`src/rtl/dff_bank_arbiter_if.sv`:
```
// Bus between the lab front-end requesters and the register-bank arbiter.
interface dff_bank_arbiter_if #(
  parameter int WIDTH = 8
);
  logic             req_a;
  logic [WIDTH-1:0] wdata_a;
  logic             req_b;
  logic [WIDTH-1:0] wdata_b;
  logic             clr_req;
  logic             gnt_a;
  logic             gnt_b;
  logic             clr_ack;
  logic             busy;
  logic             last_owner;
  logic [WIDTH-1:0] q;

  // Requester side: raises requests and watches grants and bank contents.
  modport master (
    output req_a, wdata_a, req_b, wdata_b, clr_req,
    input  gnt_a, gnt_b, clr_ack, busy, last_owner, q
  );

  // Arbiter side.
  modport slave (
    input  req_a, wdata_a, req_b, wdata_b, clr_req,
    output gnt_a, gnt_b, clr_ack, busy, last_owner, q
  );
endinterface

```
`src/rtl/dff_bank_arbiter.sv`:
```
// Round-robin arbiter/sequencer for a bank of dff cells. Writes from A and B
// and bank clears are serialised into one-cycle operations, each followed by
// at least one IDLE cycle.

// Storage cell: enable flop with asynchronous active-high clear. The clear
// input is only ever driven from a register, so it is glitch-free.
module dff (
  input  logic clk,
  input  logic clr,
  input  logic en,
  input  logic d,
  output logic q
);
  // Capture d when enabled; clear overrides everything.
  always_ff @(posedge clk or posedge clr) begin
    if (clr) q <= 1'b0;
    else if (en) q <= d;
  end
endmodule

module dff_bank_arbiter #(
  parameter int WIDTH = 8
) (
  input  logic              clk,
  input  logic              clr,
  dff_bank_arbiter_if.slave bus
);

  typedef enum logic [1:0] {
    IDLE = 2'd0,
    WR   = 2'd1,
    CLR  = 2'd2
  } state_t;

  state_t           state_reg, state_next;
  logic             owner_reg, owner_next;
  logic             last_owner_reg, last_owner_next;
  logic [WIDTH-1:0] wr_data_reg, wr_data_next;
  logic             gnt_a_reg, gnt_a_next;
  logic             gnt_b_reg, gnt_b_next;
  logic             clr_ack_reg, clr_ack_next;
  logic             cell_clr_reg;
  logic             cell_en;
  logic             pick_b;
  logic [WIDTH-1:0] q_bits;

  // Next-state decision: clear beats writes; a tie goes to whoever did not
  // win the previous write.
  always_comb begin
    state_next      = state_reg;
    owner_next      = owner_reg;
    last_owner_next = last_owner_reg;
    wr_data_next    = wr_data_reg;
    gnt_a_next      = 1'b0;
    gnt_b_next      = 1'b0;
    clr_ack_next    = 1'b0;
    pick_b          = 1'b0;
    case (state_reg)
      IDLE: begin
        if (bus.clr_req) begin
          state_next   = CLR;
          clr_ack_next = 1'b1;
        end else if (bus.req_a || bus.req_b) begin
          if (bus.req_a && bus.req_b) pick_b = ~last_owner_reg;
          else                        pick_b = bus.req_b;
          state_next   = WR;
          owner_next   = pick_b;
          wr_data_next = pick_b ? bus.wdata_b : bus.wdata_a;
          gnt_a_next   = ~pick_b;
          gnt_b_next   = pick_b;
        end
      end
      WR: begin
        state_next      = IDLE;
        last_owner_next = owner_reg;
      end
      CLR: begin
        state_next = IDLE;
      end
      default: begin
        state_next = IDLE;
      end
    endcase
  end

  // FSM, grant pulses and write-data holding register.
  always_ff @(posedge clk) begin
    if (clr) begin
      state_reg      <= IDLE;
      owner_reg      <= 1'b1;
      last_owner_reg <= 1'b1;
      wr_data_reg    <= '0;
      gnt_a_reg      <= 1'b0;
      gnt_b_reg      <= 1'b0;
      clr_ack_reg    <= 1'b0;
    end else begin
      state_reg      <= state_next;
      owner_reg      <= owner_next;
      last_owner_reg <= last_owner_next;
      wr_data_reg    <= wr_data_next;
      gnt_a_reg      <= gnt_a_next;
      gnt_b_reg      <= gnt_b_next;
      clr_ack_reg    <= clr_ack_next;
    end
  end

  // Registered cell clear: pulses the cycle after reset or after a CLR cycle.
  always_ff @(posedge clk) begin
    cell_clr_reg <= clr | (state_reg == CLR);
  end

  assign cell_en = (state_reg == WR);

  generate
    for (genvar gi = 0; gi < WIDTH; gi++) begin : g_cell
      dff u_cell (
        .clk (clk),
        .clr (cell_clr_reg),
        .en  (cell_en),
        .d   (wr_data_reg[gi]),
        .q   (q_bits[gi])
      );
    end
  endgenerate

  assign bus.gnt_a      = gnt_a_reg;
  assign bus.gnt_b      = gnt_b_reg;
  assign bus.clr_ack    = clr_ack_reg;
  assign bus.busy       = (state_reg != IDLE);
  assign bus.last_owner = last_owner_reg;
  assign bus.q          = q_bits;

endmodule

```
`src/flat_wrapper.sv`:
```
// flat-port wrapper written by rule: the top's interface ports become plain ports
module dff_bank_arbiter_flat 
#(
  parameter int WIDTH = 8
)
  (clk, clr, bus_req_a, bus_wdata_a, bus_req_b, bus_wdata_b, bus_clr_req, bus_gnt_a, bus_gnt_b, bus_clr_ack, bus_busy, bus_last_owner, bus_q);
  dff_bank_arbiter_if #(.WIDTH(WIDTH)) bus_i ();
  input  logic clk;
  input  logic clr;
  input wire logic [$bits(bus_i.req_a)-1:0] bus_req_a;
  input wire logic [$bits(bus_i.wdata_a)-1:0] bus_wdata_a;
  input wire logic [$bits(bus_i.req_b)-1:0] bus_req_b;
  input wire logic [$bits(bus_i.wdata_b)-1:0] bus_wdata_b;
  input wire logic [$bits(bus_i.clr_req)-1:0] bus_clr_req;
  output wire logic [$bits(bus_i.gnt_a)-1:0] bus_gnt_a;
  output wire logic [$bits(bus_i.gnt_b)-1:0] bus_gnt_b;
  output wire logic [$bits(bus_i.clr_ack)-1:0] bus_clr_ack;
  output wire logic [$bits(bus_i.busy)-1:0] bus_busy;
  output wire logic [$bits(bus_i.last_owner)-1:0] bus_last_owner;
  output wire logic [$bits(bus_i.q)-1:0] bus_q;
  assign bus_i.req_a = bus_req_a;
  assign bus_i.wdata_a = bus_wdata_a;
  assign bus_i.req_b = bus_req_b;
  assign bus_i.wdata_b = bus_wdata_b;
  assign bus_i.clr_req = bus_clr_req;
  assign bus_gnt_a = bus_i.gnt_a;
  assign bus_gnt_b = bus_i.gnt_b;
  assign bus_clr_ack = bus_i.clr_ack;
  assign bus_busy = bus_i.busy;
  assign bus_last_owner = bus_i.last_owner;
  assign bus_q = bus_i.q;
  dff_bank_arbiter #(.WIDTH(WIDTH)) u_core (.clk(clk), .clr(clr), .bus(bus_i));
endmodule
```
`config.mk`:
```
export PLATFORM = sky130hd
export DESIGN_NAME = dff_bank_arbiter_flat
export DESIGN_NICKNAME = d
export VERILOG_FILES = /design/src/rtl/dff_bank_arbiter_if.sv /design/src/rtl/dff_bank_arbiter.sv /design/src/flat_wrapper.sv
export SDC_FILE = /design/constraint.sdc
export NUM_CORES = 1
export LEC_CHECK = 0
export ABC_AREA = 1
export CORE_UTILIZATION = 45
export DETAILED_ROUTE_END_ITERATION = 8
export GPL_ROUTABILITY_DRIVEN = 1
export PLACE_DENSITY_LB_ADDON = 0.12
export SKIP_CTS_REPAIR_TIMING = 1
export SYNTH_ARGS = -nofsm -noshare
export SYNTH_HDL_FRONTEND = slang
export SYNTH_SLANG_ARGS = --single-unit
```
`constraint.sdc`:
```
create_clock -name clk -period 1.1 [get_ports clk]
set_input_delay 0.165 -clock clk [delete_from_list [all_inputs] [get_ports clk]]
set_output_delay 0.165 -clock clk [all_outputs]
set_load 0.02 [all_outputs]
```
==> reports/metrics.cfg <==
[status]
outcome=finished with violations
failed_checks=setup timing

[timing]
slew_violations=0
finalSetupViolCount=10
worst_pin_slew_ns=0.293
max_freq_ghz=0.846
fin_crit_sh_pct=107
timing.slew.headroom_pct=80.5
setup_ws_ns=-0.0814
skew_ns=0.00291
fin_tns_setup_ns=-0.362
min_period_ns=1.18
rsz0062_at_grt=yes
hold_viol=0

[pwr]
internal_power_mw=1.60
switching_share_pct=29.4
combPwrFrac_pct=26.7
power.share.clock_pct=28.8
p_leak_nw=0.880
ir_drop_mv=0.784
seq_power_share_pct=44.5
switchingPower_mw=0.665
powerDensity_nw_per_um2=1370

[grt]
grt_usage_pct=20.3
grt_max_degree=18
grt_pass1_vias=950
overflow=0
grt_pass1_wl_mm=3.97
antenna_found_initial=0

[finish]
syn_to_final_growth_pct=48.9
layout.cells.most_common=nand2_1
n_antenna_cell=0
regArea_um2=524
nets=217
fillCellCount=181
drive_gt1_share_pct=27.7
multi_input_area_um2=502
layout_common_cells=nand2_1, nor2_1, inv_1
final_core_util_pct=72.8

[logic_synthesis]
yosysUniqueCellTypes=17
syn_nets=173
ys_warn_count=0
synth_cells=152
syn_area_per_cell_um2=7.32
synth_seq_cells=24
ys_seq_area_share_pct=46.8
netlist_area_um2=1110

[setup_path]
cp_max_fo=8
cp_slowest_cell=dfxtp_2
cp.arrival_ns=1.40
cp-end-kind=flip-flop
path_class=flip-flop to flip-flop
slowest_delay_ns=0.37
cp.required_ns=1.32
critPathLaunchType=flip-flop
path_cells=inv_2 -> buf_4 -> nor2_4 -> clkinvlp_4 -> nand2_1 -> o21ai_0

[detailed_routing]
vias_per_cell=4.89
drc=0
num_vias=1090
drt-initial-drc-count=25
postRouteAntennaNets=0
wire_per_inst_um=13.0
finalWirelength_mm=2.90
firstDrtPassIters=4

[clock_network]
cts_buffers=3
htree_levels=1
clockBufferDepth=2
clock_sinks=24
clockRootBuffer=clkbuf_4
cts_tree=done
clk_latency_ns=0.32
cts.clk_slew.worst_paths_ns=0.14

[flow_run]
cap_violations=0

[die]
fp.dieW_um=51.7
start_util_pct=48.9
core_um2=2280
dieArea_um2=2670
die_h_um=51.7
pin_count=34
num_rows=17

[placement]
place_hpwl_mm=1.88
gp_congestion=0.758
io_buffers=33

[worst_hold_path]
min_path_type=flip-flop to async pin

==> power groups by stage <==
stage / Sequential [mW] / Combinational (mW) / Clock [mW]
finish: 1.01 / 0.605 / 0.652
global route: 1.02 / 0.657 / 0.675
CTS: 1.01 / 0.584 / 0.638
detailed placement: 1.02 / 0.580 / 0
global placement: 1.02 / 0.566 / 0
floorplan: 1.03 / 0.358 / 0
==> cells by family (layout without fill, tap and decap cells) <==
logic type             count (synthesis)  after routing  share of synthesized area, %
buffers and inverters                 36             77                          16.6
flip-flops                            24             24                          46.8
AO/OA/AOI/OAI                         10             10                          4.84
AND/OR/NAND/NOR                       82             84                          31.7
==> cell usage after synthesis (all sizes together) <==
master	instances	area share (%)
inv	24	8.1
buf	12	8.5
dfrtp	8	18
o21ai	9	4.0
nor2	29	10
nand2	31	11
nor3	3	1.3
nand3	19	9.0
a21oi	1	0.79
dfxtp	16	29
==> metal layers <==
layer	vias to the layer above	global-route usage, %	part of all wire (%)
met5	-	0	0
met4	0	5.41	0.97
met3	4	2.63	5.8
met2	43	36.1	53
met1	496	25.5	40
li1	547	-	-
==> final cells by class <==
type / instances / area share [%]
Multi-Input combinational cell: 94 / 30.3
Timing Repair inverter: 1 / 0.453
Timing Repair Buffer: 48 / 26.9
Clock buffer: 3 / 1.36
Inverter: 24 / 5.44
Sequential cell: 24 / 31.6
Tap cell: 28 / 2.11
Clock inverter: 1 / 1.81
==> worst paths after layout <==
check | to | startpoint | depth (start not counted) | slack (ns)
worst max-delay path | u_core.g_cell[5].u_cell.q | u_core.state_reg[0] | 6 | -0.08
max in group asynchronous | u_core.g_cell[7].u_cell.q | u_core.cell_clr_reg | 1 | 0.75
min in group clk | u_core.wr_data_reg[7] | bus_clr_req | 5 | 0.33
worst max register to register | u_core.g_cell[5].u_cell.q | u_core.state_reg[0] | 6 | -0.08
worst min register to register | u_core.g_cell[5].u_cell.q | u_core.cell_clr_reg | 1 | 0.13
worst min-delay path | u_core.g_cell[5].u_cell.q | u_core.cell_clr_reg | 1 | 0.13
==> stage by stage <==
stage          area (µm²)  setup slack [ns]  cells  power, mW  hold WS (ns)
2_1_floorplan        1120           0.00582    152       1.38        0.0978
3_5_place_dp         1520            -0.308    215       1.60         0.140
4_1_cts              1570            -0.509    219       2.23         0.145
3_3_place_gp         1520            -0.254    215       1.59         0.127
5_1_grt              1660            -0.106    223       2.35         0.175
6_report             1660           -0.0814    223       2.27         0.130
==> worst max-delay path: cells and delay by family (launching register included) <==
kind,cells,cell delay (ns)
buffers and inverters,3,0.38
AND/OR/NAND/NOR,2,0.25
flip-flops,1,0.37
AO/OA/AOI/OAI,1,0.08
(Power assumes the default switching activity.)
